==> src/rtl/uart_pkg.sv <==
// Shared definitions for the UART transmit arbiter: FSM encoding and frame format.
package uart_pkg;

  localparam logic        STOP_BIT   = 1'b1;
  localparam int unsigned TX_FRAME_W = 9;

  typedef enum logic [1:0] {
    StIdle     = 2'd0,
    StSend     = 2'd1,
    StWaitDone = 2'd2,
    StGapWait  = 2'd3
  } arb_state_e;

endpackage

==> src/rtl/uart_rr_picker.sv <==
// Combinational round-robin picker: first asserted request after last_grant, wrapping.
module uart_rr_picker #(
  parameter int unsigned NUM_REQ = 4,
  localparam int unsigned IdxW   = $clog2(NUM_REQ)
) (
  input  logic [NUM_REQ-1:0] req,
  input  logic [IdxW-1:0]    last_grant,
  output logic               valid,
  output logic [IdxW-1:0]    index
);

  int unsigned        cand;
  logic [NUM_REQ-1:0] req_sh;

  always_comb begin
    valid  = 1'b0;
    index  = '0;
    cand   = 0;
    req_sh = '0;
    // Search order last_grant+1 .. last_grant+NUM_REQ, so last_grant itself is tried last.
    for (int unsigned i = 1; i <= NUM_REQ; i++) begin
      cand   = (32'(last_grant) + i) % NUM_REQ;
      req_sh = req >> cand;
      if (!valid && req_sh[0]) begin
        valid = 1'b1;
        index = IdxW'(cand);
      end
    end
  end

endmodule

==> src/rtl/uart_tx_arbiter.sv <==
// Round-robin arbiter feeding single bytes from NUM_REQ requesters to one UART transmitter.
module uart_tx_arbiter
  import uart_pkg::*;
#(
  parameter int unsigned NUM_REQ = 4,
  parameter int unsigned TIMEOUT = 1023,
  parameter int unsigned GAP     = 2,
  localparam int unsigned IdxW   = $clog2(NUM_REQ)
) (
  input  logic                    clk,
  input  logic                    reset,
  input  logic [NUM_REQ-1:0]      req,
  input  logic [8*NUM_REQ-1:0]    req_data,
  output logic [NUM_REQ-1:0]      ack,
  output logic [IdxW-1:0]         grant_id,
  output logic [TX_FRAME_W-1:0]   tx_data,
  output logic                    tx_send,
  input  logic                    tx_busy,
  output logic                    idle,
  output logic                    timeout_err
);

  localparam int unsigned CntMax = (TIMEOUT > GAP) ? TIMEOUT : GAP;
  localparam int unsigned CntW   = $clog2(CntMax + 1);

  arb_state_e            state_q, state_d;
  logic [CntW-1:0]       cnt_q, cnt_d, cnt_inc;
  logic [IdxW-1:0]       last_grant_q, last_grant_d;
  logic [IdxW-1:0]       grant_id_q, grant_id_d;
  logic [TX_FRAME_W-1:0] tx_data_q, tx_data_d;
  logic                  timeout_err_q, timeout_err_d;

  logic                  pick_valid;
  logic [IdxW-1:0]       pick_idx;
  logic [8*NUM_REQ-1:0]  data_sh;
  logic [7:0]            win_byte;

  uart_rr_picker #(
    .NUM_REQ (NUM_REQ)
  ) u_picker (
    .req        (req),
    .last_grant (last_grant_q),
    .valid      (pick_valid),
    .index      (pick_idx)
  );

  assign data_sh  = req_data >> {pick_idx, 3'b000};
  assign win_byte = data_sh[7:0];
  assign cnt_inc  = cnt_q + CntW'(1);

  // One counter serves both the SEND timeout and the GAP_WAIT spacing.
  always_comb begin
    state_d       = state_q;
    cnt_d         = cnt_q;
    last_grant_d  = last_grant_q;
    grant_id_d    = grant_id_q;
    tx_data_d     = tx_data_q;
    timeout_err_d = timeout_err_q;
    unique case (state_q)
      StIdle: begin
        if (pick_valid) begin
          tx_data_d    = {STOP_BIT, win_byte};
          grant_id_d   = pick_idx;
          last_grant_d = pick_idx;
          cnt_d        = '0;
          state_d      = StSend;
        end
      end
      StSend: begin
        if (tx_busy) begin
          cnt_d   = '0;
          state_d = StWaitDone;
        end else if (cnt_inc == CntW'(TIMEOUT)) begin
          timeout_err_d = 1'b1;
          cnt_d         = '0;
          state_d       = StGapWait;
        end else begin
          cnt_d = cnt_inc;
        end
      end
      StWaitDone: begin
        if (!tx_busy) begin
          cnt_d   = '0;
          state_d = StGapWait;
        end
      end
      StGapWait: begin
        if (cnt_inc == CntW'(GAP)) begin
          cnt_d   = '0;
          state_d = StIdle;
        end else begin
          cnt_d = cnt_inc;
        end
      end
      default: state_d = StIdle;
    endcase
  end

  always_ff @(posedge clk) begin
    if (!reset) begin
      state_q       <= StIdle;
      cnt_q         <= '0;
      last_grant_q  <= IdxW'(NUM_REQ - 1);
      grant_id_q    <= '0;
      tx_data_q     <= {STOP_BIT, 8'h00};
      timeout_err_q <= 1'b0;
    end else begin
      state_q       <= state_d;
      cnt_q         <= cnt_d;
      last_grant_q  <= last_grant_d;
      grant_id_q    <= grant_id_d;
      tx_data_q     <= tx_data_d;
      timeout_err_q <= timeout_err_d;
    end
  end

  // Ack marks the capture cycle; gated by reset because no capture happens while it is held.
  always_comb begin
    ack = '0;
    if (reset && (state_q == StIdle) && pick_valid) begin
      ack = NUM_REQ'(1) << pick_idx;
    end
  end

  assign tx_send     = (state_q == StSend);
  assign idle        = (state_q == StIdle);
  assign grant_id    = grant_id_q;
  assign tx_data     = tx_data_q;
  assign timeout_err = timeout_err_q;

endmodule
==> config.mk <==
export PLATFORM = sky130hd
export DESIGN_NAME = uart_tx_arbiter
export DESIGN_NICKNAME = d
export VERILOG_FILES = /design/src/rtl/uart_pkg.sv /design/src/rtl/uart_rr_picker.sv /design/src/rtl/uart_tx_arbiter.sv
export SDC_FILE = /design/constraint.sdc
export NUM_CORES = 1
export LEC_CHECK = 0
export ABC_AREA = 1
export ABC_CLOCK_PERIOD_IN_PS = 1740
export CAP_MARGIN = 20
export CORE_UTILIZATION = 44
export DETAILED_ROUTE_END_ITERATION = 7
export PLACE_DENSITY = 0.85
export SYNTH_ARGS = -nofsm -noshare
export SYNTH_HDL_FRONTEND = slang
export SYNTH_SLANG_ARGS = --single-unit
export TNS_END_PERCENT = 100
==> constraint.sdc <==
create_clock -name clk -period 1.74 [get_ports clk]
set_input_delay 0.348 -clock clk [delete_from_list [all_inputs] [get_ports clk]]
set_output_delay 0.348 -clock clk [all_outputs]
set_load 0.005 [all_outputs]
==> metrics <==
status=finished with violations; violated checks=setup timing; gr usage total=0.264; CTS tree=yes; max-slew violations=0; vias per inst=5.42; DRT Pass-1 Iters=5; Leak=roughly 1.5 nW; YS warnings=0; core footprint=~0.0044 mm^2; die area=between 0.004 and 0.005 mm^2; initial antenna violation count=0; layout cells sized above 1=0.354; Root Buffer=clkbuf_8; met1 wire length=~2500 um; Reg-to-Reg Start=last_grant_q[0]$_SDFFE_PN1P_; Syn Inst Count=326; PnR worst setup slack=-0.479 ns; antenna cells=0; mapped cell area=0.00202 mm^2; starting density of the core=0.460; clock skew=between 0.003 and 0.004 ns; Top FF cell, synth=dfxtp_1; Die Width=about 70 um; wire length per cell=14.3 um; # IOs=57; gr ovfl total=0; routed vias=approximately 2500; Hold WC Path Type=reg2reg; worst-case reg-to-reg path depth=16; P_sw=around 2.8 mW; DP HPWL=4390 um; Met2 Wirelength=roughly 3500 um; Die H=around 70 um; RSZ-0062 raised after global routing=yes; nets=roughly 470; Critical Path Start Type=flop; Synth-to-Final Area Change=61.8%; wire length on met3=roughly 510 um; register area share after synthesis=0.248; largest area contributor in the netlist=dfxtp_1; max-cap viol count=0; setup TNS=-5.66 ns; Mapped Avg Cell Area=~6.2 um^2; top routing layer used=met4; Comb pwr share=0.787; fmax=about 450 MHz; final WL=6700 um; Netlist cell types=33; CP max-delay cell=dfxtp_4; Synth top area share=0.248; DR iter-0 viols=193; Peak VDD IR=around 0.0014 V; critical path class=reg2out; cell mode on critical path=nand2_2; Post-synth ARST share=0; Setup crit end kind=output pin; first-pass GRT wire length=between 10000 and 15000 um; Final setup viols=25; Routed Antenna Nets=0; critical path peak fanout=6; residual DRC count=0; top-count cell post-synth=nand2_1; WP data arrival=roughly 1.9 ns; row count=24; largest net degree at the start of global routing=20; Worst path max stage delay=roughly 0.43 ns; synth top area cells=dfxtp_1, nand2_1, nand3_1, nor2_1, inv_1; Final Total Pwr=about 5.6 mW; clock buffer depth=2; # clock sinks=25; min-delay src=timeout_err$_SDFFE_PN0P_; Period Utilization, post-route=1.28; RePlAce Congestion=~0.85; final hold vios=0; FF+latch count, synth=25; clk_lat worst skew=between 0.2 and 0.3 ns; placed cells=roughly 460; critical-path cell list=buf_6 -> nand2_2 -> nand2_2 -> nand2_2 -> nand2_2 -> nor2_4 -> nand3_4 -> nand2_4 -> inv_4 -> nand2_8 -> nor3_4 -> buf_2; Period minus WS final=around 2.2 ns; Flop pwr share=0.149; Layout Cells excl Fill=470; Post-synth EDFFs=0; H-tree depth=1; power share of the clock group=0.064; port buffer count=55; Mapped Nets=~370; CP Data Required Time=between 1 and 1.5 ns; commonest cells in the netlist=nand2_1, nand3_1, nor2_1, inv_1, dfxtp_1; Power Density=between 1500 and 2000 mW/mm^2; Sw Share=0.502; Fill cells=320; vias in the first global route=about 2400; CTS buffer count=3; internal power=roughly 2.8 mW; hold depth=2; CTS clk-pin slew, worst paths=around 0.09 ns; CP startpoint=last_grant_q[0]$_SDFFE_PN1P_
-- worst paths after layout --
kind                              endpoint  slack (ns)
setup / recovery                    ack[0]       -0.48
setup reg to reg   tx_data[6]$_SDFFE_PN0P_       -0.35
hold reg to reg   timeout_err$_SDFFE_PN0P_        0.48
hold / removal    timeout_err$_SDFFE_PN0P_        0.48
-- power groups by stage --
stage	clock (mW)	sequential, mW	combinational (mW)
6_report	0.361	0.839	4.42
3_3_place_gp	0	0.829	3.54
3_5_place_dp	0	0.835	3.62
4_1_cts	0.366	0.833	4.14
2_1_floorplan	0	0.801	2.60
5_1_grt	0.389	0.855	4.79
-- cells in the final DEF (no fill, tap or decap), drive strengths merged, types with 2 or more instances in the layout --
cell type      instances
dlygate4sd2            6
buf                   49
dfxtp                 25
xor2                   3
a21oi                 14
nor3                   5
clkbuf                 4
nand3                 51
inv                   35
ha                     7
o211ai                 2
nand2                108
o21ai                 11
nor2                  41
nand4                  7
clkdlybuf4s50         45
-- routing by layer --
metal,vias up,global-route usage
met4,0,0.0889
met3,19,0.0451
met2,129,0.490
li1,1225,-
met1,1175,0.302
met5,-,0
-- worst max-delay path, delay by kind of cell, from the launching register on --
| kind | cells | cell delay (ns) |
|---|---|---|
| simple gates | 9 | 0.82 |
| buf+inv | 3 | 0.34 |
| flops | 1 | 0.43 |
-- registers in the layout (all words and copies together), names as in the netlist --
| register | cells |
|---|---|
| cnt_q | 10 |
| grant_id | 2 |
| last_grant_q | 2 |
| state_q | 2 |
| timeout_err | 1 |
| tx_data | 8 |
-- layout make-up --
class,instances,area [um^2],area share
flip-flops and latches,25,515,0.158
clock buffers,4,45.0,0.0138
inverters,36,155,0.0475
well taps,52,65.1,0.0199
multi-input cells,253,1580,0.485
repair buffers,100,902,0.276
-- stage by stage --
step,utilization,setup WS (ns),area [um^2],hold WS (ns)
4_1_cts,0.715,-0.430,3140,0.483
2_1_floorplan,-,-0.0171,2130,0.456
3_3_place_gp,0.658,-0.891,2890,0.451
6_report,0.745,-0.479,3270,0.477
5_1_grt,0.745,-0.576,3270,0.507
3_5_place_dp,0.658,-0.984,2890,0.461
-- kinds of logic after synthesis --
logic type,synth area share
AOI/OAI and AO/OA,0.0787
buffers and inverters,0.122
and+or+nand+nor,0.493
other,0.00186
adders and majority gates,0.0434
DFF,0.248
xor gates and xnor gates,0.0130
-- what timing repair did --
item	CTS	global route
buffers inserted	10	2
gates resized for setup	71	32
hold buffers	0	0
cloned	1	0
endpoints found under the setup margin	31	29
pin swaps	32	26
(Power assumes the default switching activity.)
